`config.mk`:
```
export PLATFORM = sky130hd
export DESIGN_NAME = cs_final_adder_pipe
export DESIGN_NICKNAME = d
export VERILOG_FILES = /design/src/rtl/cs_add_pkg.sv /design/src/rtl/cpa_slice.sv /design/src/rtl/fa.sv /design/src/rtl/cs_final_adder_pipe.sv
export SDC_FILE = /design/constraint.sdc
export NUM_CORES = 1
export LEC_CHECK = 0
export ABC_AREA = 1
export CAP_MARGIN = 10
export CORE_UTILIZATION = 50
export DETAILED_ROUTE_END_ITERATION = 8
export PLACE_DENSITY = 0.84
export SYNTH_ARGS = -nofsm -noshare
export SYNTH_HDL_FRONTEND = slang
export SYNTH_SLANG_ARGS = --single-unit
```
`constraint.sdc`:
```
create_clock -name clk -period 8.7 [get_ports clk]
set_clock_uncertainty 0.05 [all_clocks]
set_input_delay 1.74 -clock clk [delete_from_list [all_inputs] [get_ports clk]]
set_output_delay 1.74 -clock clk [all_outputs]
set_load 0.005 [all_outputs]
```
`src/rtl/cs_add_pkg.sv`:
```
// Shared constants and the stage-1 payload layout for the carry-save final adder.
package cs_add_pkg;

  localparam int WIDTH_DEF   = 16;
  localparam int SPLIT_DEF   = 8;
  localparam int COUNT_W_DEF = 16;

  typedef struct packed {
    logic [SPLIT_DEF-1:0]           lo_sum;
    logic                           lo_cout;
    logic [WIDTH_DEF-SPLIT_DEF-1:0] hi_sum;
    logic [WIDTH_DEF-SPLIT_DEF-1:0] hi_carry;
  } s1_payload_t;

endpackage

```
`src/rtl/cpa_slice.sv`:
```
// Combinational W-bit ripple-carry adder: {cout_o, s_o} = a_i + b_i + cin_i.
module cpa_slice #(
  parameter int W = 8
) (
  input  logic [W-1:0] a_i,
  input  logic [W-1:0] b_i,
  input  logic         cin_i,
  output logic [W-1:0] s_o,
  output logic         cout_o
);

  logic [W:0] c_s;

  assign c_s[0] = cin_i;

  for (genvar i = 0; i < W; i++) begin : g_bit
    fa u_fa (
      .a_i (a_i[i]),
      .b_i (b_i[i]),
      .c_i (c_s[i]),
      .s_o (s_o[i]),
      .c_o (c_s[i+1])
    );
  end

  assign cout_o = c_s[W];

endmodule

```
`src/rtl/fa.sv`:
```
// Single-bit full adder cell used to build the ripple-carry slices.
module fa (
  input  logic a_i,
  input  logic b_i,
  input  logic c_i,
  output logic s_o,
  output logic c_o
);

  assign s_o = a_i ^ b_i ^ c_i;
  assign c_o = (a_i & b_i) | (c_i & (a_i ^ b_i));

endmodule

```
`src/rtl/cs_final_adder_pipe.sv`:
```
// Two-stage pipelined carry-propagate adder resolving a redundant sum/carry row;
// low slice added in stage 1, high slice plus the stored carry in stage 2.
module cs_final_adder_pipe
  import cs_add_pkg::*;
#(
  parameter int WIDTH   = WIDTH_DEF,
  parameter int SPLIT   = SPLIT_DEF,
  parameter int COUNT_W = COUNT_W_DEF
) (
  input  logic               clk,
  input  logic               rst,
  input  logic               in_valid,
  output logic               in_ready,
  input  logic [WIDTH-1:0]   in_sum,
  input  logic [WIDTH-1:0]   in_carry,
  output logic               out_valid,
  input  logic               out_ready,
  output logic [WIDTH:0]     out_result,
  output logic [COUNT_W-1:0] out_count
);

  localparam int HI_W = WIDTH - SPLIT;

  typedef struct packed {
    logic [SPLIT-1:0] lo_sum;
    logic             lo_cout;
    logic [HI_W-1:0]  hi_sum;
    logic [HI_W-1:0]  hi_carry;
  } s1_row_t;

  s1_row_t            s1_q, s1_d;
  logic               s1_valid_q, s1_valid_d;
  logic               s2_valid_q, s2_valid_d;
  logic [WIDTH:0]     result_q, result_d;
  logic [COUNT_W-1:0] count_q, count_d;

  logic               s1_adv_s, s2_adv_s;
  logic [SPLIT-1:0]   lo_s;
  logic               lo_c_s;
  logic [HI_W-1:0]    hi_s;
  logic               hi_c_s;

  cpa_slice #(.W(SPLIT)) u_lo (
    .a_i    (in_sum[SPLIT-1:0]),
    .b_i    (in_carry[SPLIT-1:0]),
    .cin_i  (1'b0),
    .s_o    (lo_s),
    .cout_o (lo_c_s)
  );

  cpa_slice #(.W(HI_W)) u_hi (
    .a_i    (s1_q.hi_sum),
    .b_i    (s1_q.hi_carry),
    .cin_i  (s1_q.lo_cout),
    .s_o    (hi_s),
    .cout_o (hi_c_s)
  );

  // Ready chain is combinational through out_ready; there is no skid buffer.
  assign s2_adv_s = !s2_valid_q || out_ready;
  assign s1_adv_s = !s1_valid_q || s2_adv_s;

  // Next-state for both pipeline stages and the output handshake counter.
  always_comb begin
    s1_d       = s1_q;
    s1_valid_d = s1_valid_q;
    s2_valid_d = s2_valid_q;
    result_d   = result_q;
    count_d    = count_q;

    if (s1_adv_s) begin
      s1_valid_d = in_valid;
      if (in_valid) begin
        s1_d.lo_sum   = lo_s;
        s1_d.lo_cout  = lo_c_s;
        s1_d.hi_sum   = in_sum[WIDTH-1:SPLIT];
        s1_d.hi_carry = in_carry[WIDTH-1:SPLIT];
      end else begin
        s1_d = s1_q;
      end
    end else begin
      s1_valid_d = s1_valid_q;
    end

    if (s2_adv_s) begin
      s2_valid_d = s1_valid_q;
      if (s1_valid_q) begin
        result_d = {hi_c_s, hi_s, s1_q.lo_sum};
      end else begin
        result_d = result_q;
      end
    end else begin
      s2_valid_d = s2_valid_q;
    end

    if (s2_valid_q && out_ready) begin
      count_d = count_q + COUNT_W'(1);
    end else begin
      count_d = count_q;
    end
  end

  // Pipeline and counter registers; reset drops any in-flight rows.
  always_ff @(posedge clk) begin
    if (rst) begin
      s1_q       <= '0;
      s1_valid_q <= 1'b0;
      s2_valid_q <= 1'b0;
      result_q   <= '0;
      count_q    <= '0;
    end else begin
      s1_q       <= s1_d;
      s1_valid_q <= s1_valid_d;
      s2_valid_q <= s2_valid_d;
      result_q   <= result_d;
      count_q    <= count_d;
    end
  end

  assign in_ready   = s1_adv_s;
  assign out_valid  = s2_valid_q;
  assign out_result = result_q;
  assign out_count  = count_q;

endmodule

```
* Word level (Yosys, flattened, before mapping) *
Cells that the tools add are included.

storage, ports and cells
  output and inout bits = 35
  logic and storage cells = 93
  input port bits = 36
  flip-flop bits (word level) = 60

operators by class
  bitwise operators = 77
  add/subtract/negate cells = 1
  reductions and logical operators = 7

operators by type and width
  cell                   number
  $and 1x1->1            31
  $xor 1x1->1            31
  $add 16x1->16 const B  1
  $or 1x1->1             15
  $reduce_and 2->1       2
  $logic_not 1->1        2
  $logic_or 1x1->1       2
  $logic_and 1x1->1      1

* Longest topological paths before layout *
Gate-level depths: netlist (run 1).

  depth in word-level cells = 17
  mapped depth = 12
  gate-level depth less buffers = 12

* Modules after synthesis *
From an unflattened synthesis (run 1), not the netlist that was laid out.

second synthesis, totals
  cell total of the unflattened synthesis = 329
  area, all modules = 2,618.8 um2

by module, submodules not included
  module               seq. area each (um2)  times used  cells each  area an instance (um2)
  cs_final_adder_pipe  1,201.2               1           313         2,298.5
  fa                   0.0                   16          1           20.0

* Worst setup path before layout (run 1) *
OpenSTA, ideal clock, no wires.

  path kind = input to register
  from = in in_sum[0]
  to = reg s1_q[24] (netlist name)
  data required time = 8.580 ns
  path buffers = 0
  stages on the path = 10
  setup time = 0.070 ns
  path slack = 3.839 ns
  arrival = 4.741 ns
  path through = ha_1 > fa_1 > fa_1 > fa_1 > fa_1 > fa_1 > fa_1 > inv_1 > fa_1 > a21oi_1

on the way
  cells in the longest elaborated chain, start to end = 14

RTL lines
  element                    RTL line                    RTL
  start, declared            cs_final_adder_pipe.sv:14   input logic [WIDTH-1:0] in_sum,
  $and 1x1->1 (2 in series)  fa.sv:11                    assign c_o = (a_i & b_i) | (c_i & (a_i ^ b_i));
  $or 1x1->1                 fa.sv:11
  $and 1x1->1                fa.sv:11
  $or 1x1->1                 fa.sv:11
  $and 1x1->1                fa.sv:11
  $or 1x1->1                 fa.sv:11
  $and 1x1->1                fa.sv:11
  $or 1x1->1                 fa.sv:11
  $and 1x1->1                fa.sv:11
  $or 1x1->1                 fa.sv:11
  $and 1x1->1                fa.sv:11
  $or 1x1->1                 fa.sv:11
  $xor 1x1->1                fa.sv:10                    assign s_o = a_i ^ b_i ^ c_i;
  end signal, assigned       cs_final_adder_pipe.sv:106  s1_q <= '0;
  end signal, assigned       cs_final_adder_pipe.sv:112  s1_q <= s1_d;
  end, declared              cs_final_adder_pipe.sv:31   s1_row_t s1_q, s1_d;

Every way passes these cells.
A chain may end at the register's enable or synchronous reset.

* Worst setup path after layout (run 1) *
Same ends and word-level chain as after synthesis.

==> results.md, run 1 <==
- Outcome: completed
- WS Path Type: primary input to register
- Via count: 2348
- Initial antenna violation count: 0
- Mapped Cells: 329
- Final instance area: 0.00354 mm²
- Reg2reg start: s1_q[8]$_SDFFE_PP0P_
- Hold path startpoint: s1_q[21]$_SDFFE_PP0P_
- DP Area: 0.00335 mm²
- FF-to-FF End: out_result[15]$_SDFFE_PP0P_
- Post-Synth XOR/XNOR Area: 0%
- Hold Crit Class: register to register
- Lkg Pwr: 1.46 nW
- Critical path's top delay family: adder cells
- # IOs: 71
- Setup bufs post-CTS: 0
- Pre-CTS setup slack: 3.27 ns
- Sink Count: 60
- DRT Wirelength: 5560 µm
- Met2 Use GR: 38.5%
- Main combinational cell family by area after synthesis: simple AND/OR/NAND/NOR gates
- Number of cell rows: 26
- Die height: 74.5 µm
- Nets: 450
- Post-route minimum period: 5.10 ns
- Delay of the slowest critical-path stage: 0.42 ns
- GRT Total Usage: 21.9%
- Clock transition at path regs: 0.06 ns
- Slowest cell on crit path: fa_1
- Max clock buf depth: 2
- Most frequent cell after synthesis: nor2_1
- Wirelength per Cell: 11.8 µm
- Period utilization: 58.6%
- Cell Area, Synth: 0.00263 mm²
- Clk Tree Root Cell: clkbuf_8
- DP HPWL: 3990 µm
- Worst slew pin tran: 0.817 ns
- Vias per inst: 5.00
- Non-Filler Instances: 470
- Asr flop ratio synth: 0%
- Vias in the first global route: 2141
- Final slew viol count: 0
- Global-route wire length before repair: 8980 µm
- #FFs+latches synth: 60
- Top cells by area, synth: dfxtp_1 (46%), nor2_1 (12%), fa_1 (11%)
- DIE WIDTH: 74.5 µm
- Placed insts: 456
- Post-synthesis mux area share: 0%
- H-tree depth: 3
- Core area: 0.00507 mm²
- Total congestion overflow: 0
- Sequential-to-total area share from yosys stat: 45.6%
- Area share of the largest cell type after synthesis: 45.6%
- CTS Buf Count: 9
- GRT busiest layer: met2
- Post-CTS Resized: 0
- Most common cell on crit path: fa_1
- Layout cells sized above 1: 5.00%
- Worst R2R Path Depth: 12
- WP buf/inv: 2
- Critical Path RT: 8.91 ns
- Worst rel slew slack: 45.4%
- Critical Path Fanout Max: 1
- Compound-Gate Fraction of Synth Area: 13.5%
- Synthesis-to-layout area growth: 34.7%
- Area of the multi-input gates: 0.00124 mm²
- WHS Endpoint: s1_q[21]$_SDFFE_PP0P_
- Starting Density: 51.8%
- EDFF count, synth: 0
- Critical Path End Type: register
- Pin count of the biggest net entering global routing: 43
- Sum Neg Setup Slack: 0 ns
- Diodes inserted: 0
- Mapped Avg Cell Area: 8.00 µm²
- Max VDD drop: 0.121 mV
- Post-route DRC: 0
- Max Clk Rate: 196 MHz
- Post-Synth Simple-Gate Area: 21.3%
- CTS tree: built
- Post-synthesis adder-cell area fraction: 12.4%
- RSZ-0062 raised after global routing: false
- Synth warn: 0
- Pwr dens: 176 mW/mm²
- Iteration count of the initial detailed-routing pass: 4
- Final Power: 0.000624 W
- Startpoint types: primary input
- CP arrival: 5.30 ns
- Ys flop type: dfxtp_1
- Synth area leader: dfxtp_1
- Max Cap Viol: 0
- Post-synth net total: 382
- Fin. Hold Viols: 0
- Fillcell total: 435
- Skew-Pair Late Insertion Delay: 0.33 ns
- Met1 Resource Use GR: 24.1%
- RD Place Congestion: 0.821
- Port buffer count: 70
- Worst setup margin: 3.60 ns
- Hold Path Depth: 2
- Flop2flop setup slack: 4.95 ns
- ANT nets after route: 0
- DR iter-0 viols: 70
- GRT met3 Usage: 6.37%
- Commonest cells post-synth: nor2_1 (87), dfxtp_1 (60), o21ai_0 (46)
- Cts hold-fix bufs: 0
- Crit path cell chain: clkdlybuf4s50_1 -> ha_1 -> fa_1 -> fa_1 -> fa_1 -> fa_1 -> fa_1 -> fa_1 -> inv_1 -> fa_1 -> a21oi_1
- Final setup fails: 0
- Die area: 0.00556 mm²
- Seq. cell area: 0.00120 mm²
- Yosys cell types: 23
==> cell usage in the layout, fill, tap and decap left out <==
cell / instances
nand2_2: 2
nor2_1: 87
nor2_2: 1
ha_1: 2
nand4_1: 1
o21a_1: 1
fa_1: 15
o21ai_0: 46
o21ai_1: 2
nand2_1: 31
nand3_2: 1
nor3_4: 1
clkinv_2: 1
clkbuf_1: 1
nand3_1: 10
bufinv_16: 1
o21bai_1: 1
clkdlybuf4s50_1: 70
a21oi_1: 20
inv_1: 30
clkbuf_8: 11
dfxtp_1: 60
nor3_1: 3
inv_2: 1
buf_4: 1
==> sequential cells by signal (all words and copies together) (netlist names) <==
| name | count |
|---|---|
| s1_q | 25 |
| out_result | 17 |
| out_count | 16 |
| out_valid | 1 |
| s1_valid_q | 1 |
==> routing by layer <==
| layer | vias to the layer above | share of wire [%] |
|---|---|---|
| met5 | - | 0 |
| met4 | 0 | 1.4 |
| met3 | 7 | 5.9 |
| met2 | 69 | 51 |
| met1 | 1094 | 42 |
| li1 | 1178 | - |
==> cells by family (layout without fill, tap and decap cells) <==
kind of cell | Yosys count | count (layout)
AND/OR/NAND/NOR | 137 | 137
AO/OA/AOI/OAI | 70 | 70
flip-flops | 60 | 60
buffers and inverters | 45 | 116
adder cells (fa/ha/maj) | 17 | 17
==> worst max-delay path by stage <==
stage	startpoint	end	slack, ns	depth (start not counted)
2_1_floorplan	in_sum[0]	s1_q[24]$_SDFFE_PP0P_	3.84	10
3_3_place_gp	in_sum[0]	s1_q[24]$_SDFFE_PP0P_	3.32	11
3_5_place_dp	in_sum[0]	s1_q[24]$_SDFFE_PP0P_	3.27	11
4_1_cts	in_sum[0]	s1_q[24]$_SDFFE_PP0P_	3.61	11
5_1_grt	in_sum[0]	s1_q[24]$_SDFFE_PP0P_	3.46	11
6_report	in_sum[0]	s1_q[24]$_SDFFE_PP0P_	3.60	11
==> metrics by stage <==
| step | hold slack (ns) | util (%) |
|---|---|---|
| after global placement | 0.410 | 66.1 |
| final | 0.431 | 69.8 |
| after CTS | 0.436 | 69.8 |
| after detailed placement | 0.422 | 66.1 |
| after floorplan | 0.400 | - |
| after global routing | 0.457 | 69.8 |
==> report_power, final <==
group | switching (W) | leakage [nW] | internal [W]
combinational | 0.0000362 | 0.864 | 0.0000421
sequential | 0.00000942 | 0.493 | 0.000291
clock | 0.000100 | 0.0983 | 0.000144
total | 0.000146 | 1.46 | 0.000478
==> worst register-to-register path, stage by stage (launching register included) <==
cell and delay, ns:
dfxtp_1 0.30, inv_1 0.09, fa_1 0.18, inv_1 0.05
fa_1 0.40, fa_1 0.40, fa_1 0.40, fa_1 0.39
fa_1 0.40, fa_1 0.38, inv_1 0.08, fa_1 0.41
a21oi_1 0.15
==> final cells by class <==
| type | instances | area share (%) |
|---|---|---|
| Timing Repair Buffer | 71 | 20.0 |
| Clock buffer | 12 | 4.38 |
| Sequential cell | 60 | 33.9 |
| Multi-Input combinational cell | 224 | 35.0 |
| Tap cell | 70 | 2.47 |
| Inverter | 31 | 3.28 |
| Clock inverter | 2 | 0.989 |
Power figures use the tool's default switching activity.
==> inputs of run 2 (changes only) <==
Settings changed: CORE_UTILIZATION 50 to 43, PLACE_DENSITY 0.84 to 0.77.
Clock period 8.7 ns to 4.24 ns, I/O delays scaled along.
==> run 2 against run 1 <==
  * Core utilization decreased by 10 points
  * Sequential share of layout area increased by 0.20 points
  * Via count decreased by 2.3%
  * First-iteration DRC count decreased by 31%
  * Critical path type unchanged
  * Cell count increased by 1.5%
  * Critical path depth unchanged
  * Sequential power increased by 100%
  * Setup slack got worse by 3.5 ns
==> results.md, run 2 (synthesis gave the netlist of run 1 again) <==
- Area of the multi-input gates: 0.00124 mm² (+0.40%)
- Most common cell after layout, fill and taps aside: nor2_1
- Slowest cell on crit path: clkdlybuf4s50_1
- Post-CTS Resized: 0 (unchanged)
- Initial antenna violation count: 0 (unchanged)
- # IOs: 71 (unchanged)
- DR iter-0 viols: 48 (-31%)
- Global-route wire length before repair: 9450 µm (+5.2%)
- Max clock buf depth: 2 (unchanged)
- Layout cells sized above 1: 5.47% (+0.47 points)
- Critical Path RT: 4.45 ns (-4.46 ns)
- Max VDD drop: 0.216 mV (+78%)
- DIE WIDTH: 80.2 µm (+7.6%)
- Core area: 0.00592 mm² (+17%)
- Total congestion overflow: 0 (unchanged)
- Die height: 80.2 µm (+7.6%)
- Highest routed metal layer: met4
- CTS tree: built
- WS Path Type: primary input to register
- RSZ-0062 raised after global routing: false
- Clock transition at path regs: 0.06 ns (about the same)
- Synthesis-to-layout area growth: 33.9%
- Hold_ws: 0.430 ns (-0.00121 ns)
- Worst rel slew slack: 51.9% (+6.5 points)
- RD Place Congestion: 0.778 (-5.2%)
- Final slew viol count: 0 (unchanged)
- Setup bufs post-CTS: 0 (unchanged)
- Skew-Pair Late Insertion Delay: 0.34 ns (about the same)
- Clk Tree Root Cell: clkbuf_8
- Cts hold-fix bufs: 0 (unchanged)
- Diodes inserted: 0 (unchanged)
- Port buffer count: 70 (unchanged)
- Nets: 451 (+0.22%)
- Max Clk Rate: 242 MHz
- Top reg by flops: s1_q
- WP buf/inv: 2 (unchanged)
- WL met1: 2490 µm (+6.6%)
- DRT Wirelength: 5550 µm (-0.14%)
- Met3 WL post-DR: 290 µm (-11%)
- Period utilization: 97.3%
- Delay of the slowest critical-path stage: 0.40 ns (-0.02 ns)
- Max Cap Viol: 0 (unchanged)
- Critical path's top delay family: adder cells
- Pwr dens: 339 mW/mm² (+93%)
- Vias per inst: 4.81 (-3.7%)
- Post-route minimum period: 4.12 ns
- Fillcell total: 558 (+28%)
- Post-route DRC: 0 (unchanged)
- Startpoint types: primary input
- Vias in the first global route: 2211 (+3.3%)
- Highest-count cells in the layout ignoring fill and taps: nor2_1 (87), clkdlybuf4s50_1 (70), dfxtp_1 (60)
- CTS Buf Count: 9 (unchanged)
- Worst slew pin tran: 0.721 ns (-0.0964 ns)
- Seq. cell area: 0.00120 mm² (unchanged)
- Final setup fails: 0 (unchanged)
- Outcome: completed
- Met2 routed WL: 2660 µm (-5.8%)
- ANT nets after route: 0 (unchanged)
- Wirelength per Cell: 11.6 µm (-1.6%)
- Critical Path Fanout Max: 1 (unchanged)
- Iteration count of the initial detailed-routing pass: 4 (unchanged)
- Most common cell on crit path: fa_1
- Starting Density: 44.4% (-7.4 points)
- Fin. Hold Viols: 0 (unchanged)
- Number of cell rows: 28 (+7.7%)
- Hold Crit Class: register to register
- Lkg Pwr: 1.44 nW (-1.1%)
- Sum Neg Setup Slack: 0 ns (unchanged)
- CP arrival: 4.34 ns (-0.96 ns)
- Pin count of the biggest net entering global routing: 58 (+35%)
- DP HPWL: 3870 µm (-3.0%)
- Crit path cell chain: clkdlybuf4s50_1 -> ha_1 -> fa_1 -> fa_2 -> fa_1 -> fa_2 -> fa_1 -> fa_1 -> inv_1 -> fa_1 -> a21oi_1
- Number of flip-flops in the largest register: 25 (unchanged)
- H-tree depth: 3 (unchanged)
- Via count: 2295 (-2.3%)
- Die area: 0.00644 mm² (+16%)
- Sink Count: 60 (unchanged)
- GRT Total Usage: 19.5% (-2.4 points)
- Critical Path End Type: register
-- run 2: cell count changes in the layout (fill, tap and decap cells not counted), moves of 2 or more --
cell | before | now
clkbuf_1 | 1 | 3
clkbuf_8 | 11 | 9
clkinv_2 | 1 | 3
fa_1 | 15 | 13
fa_2 | 0 | 2
-- run 2: final cells by class --
cell class | count | area share, %
multi-input cells | 224 | 35.3
flip-flops and latches | 60 | 34.1
repair buffers | 72 | 20.3
clock buffers | 12 | 3.84
inverters | 31 | 3.30
well taps | 75 | 2.66
clock inverters | 3 | 0.426
-- run 2: path summary, 6_finish.rpt --
path | slack, ns | start | end | cells after the start
setup / recovery | 0.12 | in_sum[0] | s1_q[24]$_SDFFE_PP0P_ | 11
hold / removal | 0.43 | s1_q[20]$_SDFFE_PP0P_ | s1_q[20]$_SDFFE_PP0P_ | 2
setup reg to reg | 0.58 | s1_q[8]$_SDFFE_PP0P_ | out_result[15]$_SDFFE_PP0P_ | 12
hold reg to reg | 0.43 | s1_q[20]$_SDFFE_PP0P_ | s1_q[20]$_SDFFE_PP0P_ | 2
-- run 2: worst reg2reg max path, stage by stage, from the launching register on --
cell     delay (ns)
dfxtp_1        0.30
inv_1          0.08
fa_1           0.19
inv_1          0.05
fa_1           0.37
fa_1           0.39
fa_1           0.40
fa_1           0.39
fa_1           0.40
fa_1           0.38
inv_1          0.07
fa_1           0.40
a21oi_1        0.12
-- run 2: layer usage --
layer | vias up | track usage (%)
met2 | 61 | 33.2
met1 | 1046 | 22.0
met3 | 10 | 5.00
li1 | 1178 | -
met5 | - | 0
met4 | 0 | 11.3
-- run 2: per-stage QoR --
stage	cell area [µm²]	util (%)	power (W)	setup slack, ns	std cells
after global routing	3520	59.5	0.00126	0.0364	477
after detailed placement	3370	56.9	0.000792	-0.331	462
after floorplan	2630	-	0.000709	0.271	329
final	3520	59.5	0.00120	0.116	477
after global placement	3370	56.9	0.000786	-0.253	462
after CTS	3520	59.4	0.00121	0.0274	477
-- run 2: report_power, final --
part	total (W)	internal, W	leakage, nW	switching (W)
Sequential	0.000617	0.000597	0.493	0.0000191
Combinational	0.000162	0.0000875	0.867	0.0000745
Clock	0.000417	0.000206	0.0800	0.000211
Total	0.00120	0.000891	1.44	0.000305
==> inputs of run 3 (changes only) <==
Settings changed: CORE_UTILIZATION 43 to 31, PLACE_DENSITY 0.77 to default.
==> run 3 against run 2 <==
  * Sequential share of layout area is 1.3 points lower
  * Critical path depth stayed put
  * Register-to-register slack hardly changed
  * Combinational power hardly changed
  * Fmax is 0.94% higher
==> results.md, run 3 (synthesis gave the netlist of run 1 again) <==
- Clock transition at path regs: 0.07 ns (about the same)
- Pre-CTS setup slack: -0.285 ns (+0.0457 ns)
- Iteration count of the initial detailed-routing pass: 4 (unchanged)
- Highest-count cells in the layout ignoring fill and taps: nor2_1 (87), clkdlybuf4s50_1 (70), dfxtp_1 (60)
- Hold Path Depth: 2 (unchanged)
- DIE WIDTH: 94.1 µm (+17%)
- Setup bufs post-CTS: 0 (unchanged)
- Worst Setup SP: in_sum[0]
- Max Cap Viol: 0 (unchanged)
- CTS tree: built
- DR iter-0 viols: 77 (+60%)
- CTS Buf Count: 9 (unchanged)
- Worst rel slew slack: 53.9% (+2.0 points)
- DRT Wirelength: 5690 µm (+2.6%)
- Max Clk Rate: 245 MHz (+0.94%)
- RSZ-0062 raised after global routing: false
- Critical Path RT: 4.45 ns (about the same)
- Diodes inserted: 0 (unchanged)
- Initial antenna violation count: 0 (unchanged)
- Worst setup margin: 0.154 ns (+0.0382 ns)
- Skew-Pair Late Insertion Delay: 0.33 ns (about the same)
- Pin count of the biggest net entering global routing: 43 (-26%)
- Post-route minimum period: 4.09 ns (-0.0382 ns)
- FF-to-FF End: out_result[15]$_SDFFE_PP0P_
- Most common cell after layout, fill and taps aside: nor2_1
- Vias per inst: 4.53 (-5.8%)
- Worst R2R Path Depth: 12 (unchanged)
- GRT Total Usage: 14.1% (-5.3 points)
- Post-CTS Resized: 0 (unchanged)
- # IOs: 71 (unchanged)
- Lkg Pwr: 1.49 nW (+3.2%)
- Vias in the first global route: 2150 (-2.8%)
- Nets: 451 (unchanged)
- WS Path Type: primary input to register
- Final setup fails: 0 (unchanged)
- H-tree depth: 3 (unchanged)
- ANT nets after route: 0 (unchanged)
- Max clock buf depth: 2 (unchanged)
- Critical Path Sink: s1_q[24]$_SDFFE_PP0P_
- Fillcell total: 844 (+51%)
- Port buffer count: 70 (unchanged)
- Final slew viol count: 0 (unchanged)
- RD Place Congestion: 0.754 (-3.2%)
- Die height: 94.1 µm (+17%)
- DP HPWL: 4040 µm (+4.3%)
- Cts hold-fix bufs: 0 (unchanged)
- Number of cell rows: 33 (+18%)
- Layout cells sized above 1: 6.20% (+0.73 points)
- Outcome: completed
- Clk Tree Root Cell: clkbuf_8
- Post-route DRC: 0 (unchanged)
- Starting Density: 32.0% (-12 points)
- Flop2flop setup slack: 0.57 ns (about the same)
- CP arrival: 4.30 ns (-0.04 ns)
- Critical Path End Type: register
- Critical Path Fanout Max: 1 (unchanged)
- Worst slew pin tran: 0.690 ns (-0.0307 ns)
- Synthesis-to-layout area growth: 39.1%
- Total congestion overflow: 0 (unchanged)
- Pwr dens: 388 mW/mm² (+14%)
- Number of flip-flops in the largest register: 25 (unchanged)
- Die area: 0.00886 mm² (+38%)
- Max VDD drop: 0.171 mV (-21%)
- Startpoint types: primary input
- Fin. Hold Viols: 0 (unchanged)
- Wirelength per Cell: 11.2 µm (-3.6%)
- Sum Neg Setup Slack: 0 ns (unchanged)
- Global-route wire length before repair: 9520 µm (+0.80%)
- Top reg by flops: s1_q
- Hold Crit Class: register to register
- Via count: 2302 (+0.31%)
- Core area: 0.00822 mm² (+39%)
- Period utilization: 96.4% (-0.90 points)
- Reg2reg start: s1_q[8]$_SDFFE_PP0P_
- Sink Count: 60 (unchanged)
[run 3: changes by cell type in the layout (fill, tap and decap cells not counted)]
cell,previous run,this run
bufinv_16,0,3
clkinv_2,3,1
clkbuf_8,9,11
clkbuf_1,3,1
[run 3: report_power, final]
part           switching (W)  leakage (nW)  total, W  internal, W
combinational      0.0000742         0.867  0.000161    0.0000866
sequential         0.0000193         0.493  0.000617     0.000597
clock               0.000220         0.127  0.000642     0.000422
total               0.000314          1.49   0.00142      0.00111
[run 3: area by class of cell]
type / instances / area, µm² / share of cell area, %
multi-input cells: 224 / 1240 / 34.0
flip-flops and latches: 60 / 1200 / 32.8
repair buffers: 72 / 716 / 19.6
clock buffers: 12 / 155 / 4.24
well taps: 105 / 131 / 3.59
inverters: 31 / 116 / 3.18
clock inverters: 4 / 95.1 / 2.60
[run 3: per-layer routing]
metal / track usage [%] / share of wire, % / vias to the layer above
met3: 4.05 / 6.2 / 7
met5: 0 / 0 / -
met2: 23.1 / 46 / 69
met4: 6.92 / 1.4 / 0
met1: 17.0 / 46 / 1048
li1: - / - / 1178
[run 3: worst max-delay path, stage by stage]
cell             delay (ns)
clkdlybuf4s50_1        0.40
ha_1                   0.21
fa_1                   0.38
fa_2                   0.37
fa_1                   0.40
fa_2                   0.35
fa_1                   0.38
fa_1                   0.37
inv_1                  0.07
fa_1                   0.40
a21oi_1                0.12
[run 3: how the worst min path moves through the flow]
stage	from	end	slack (ns)
6_report	s1_q[22]$_SDFFE_PP0P_	s1_q[22]$_SDFFE_PP0P_	0.43
5_1_grt	out_result[1]$_SDFFE_PP0P_	out_result[1]$_SDFFE_PP0P_	0.46
4_1_cts	s1_q[22]$_SDFFE_PP0P_	s1_q[22]$_SDFFE_PP0P_	0.44
3_5_place_dp	s1_q[22]$_SDFFE_PP0P_	s1_q[22]$_SDFFE_PP0P_	0.42
3_3_place_gp	s1_q[17]$_SDFFE_PP0P_	s1_q[17]$_SDFFE_PP0P_	0.41
2_1_floorplan	s1_q[17]$_SDFFE_PP0P_	s1_q[17]$_SDFFE_PP0P_	0.40
[run 3: through the flow]
stage | total power, W | instances | instance area [µm²] | util, % | hold slack (ns)
5_1_grt | 0.00149 | 508 | 3660 | 44.5 | 0.459
4_1_cts | 0.00144 | 508 | 3650 | 44.5 | 0.435
3_3_place_gp | 0.000789 | 492 | 3400 | 41.4 | 0.408
3_5_place_dp | 0.000792 | 492 | 3400 | 41.4 | 0.419
6_report | 0.00142 | 508 | 3660 | 44.5 | 0.429
2_1_floorplan | 0.000709 | 329 | 2630 | - | 0.400
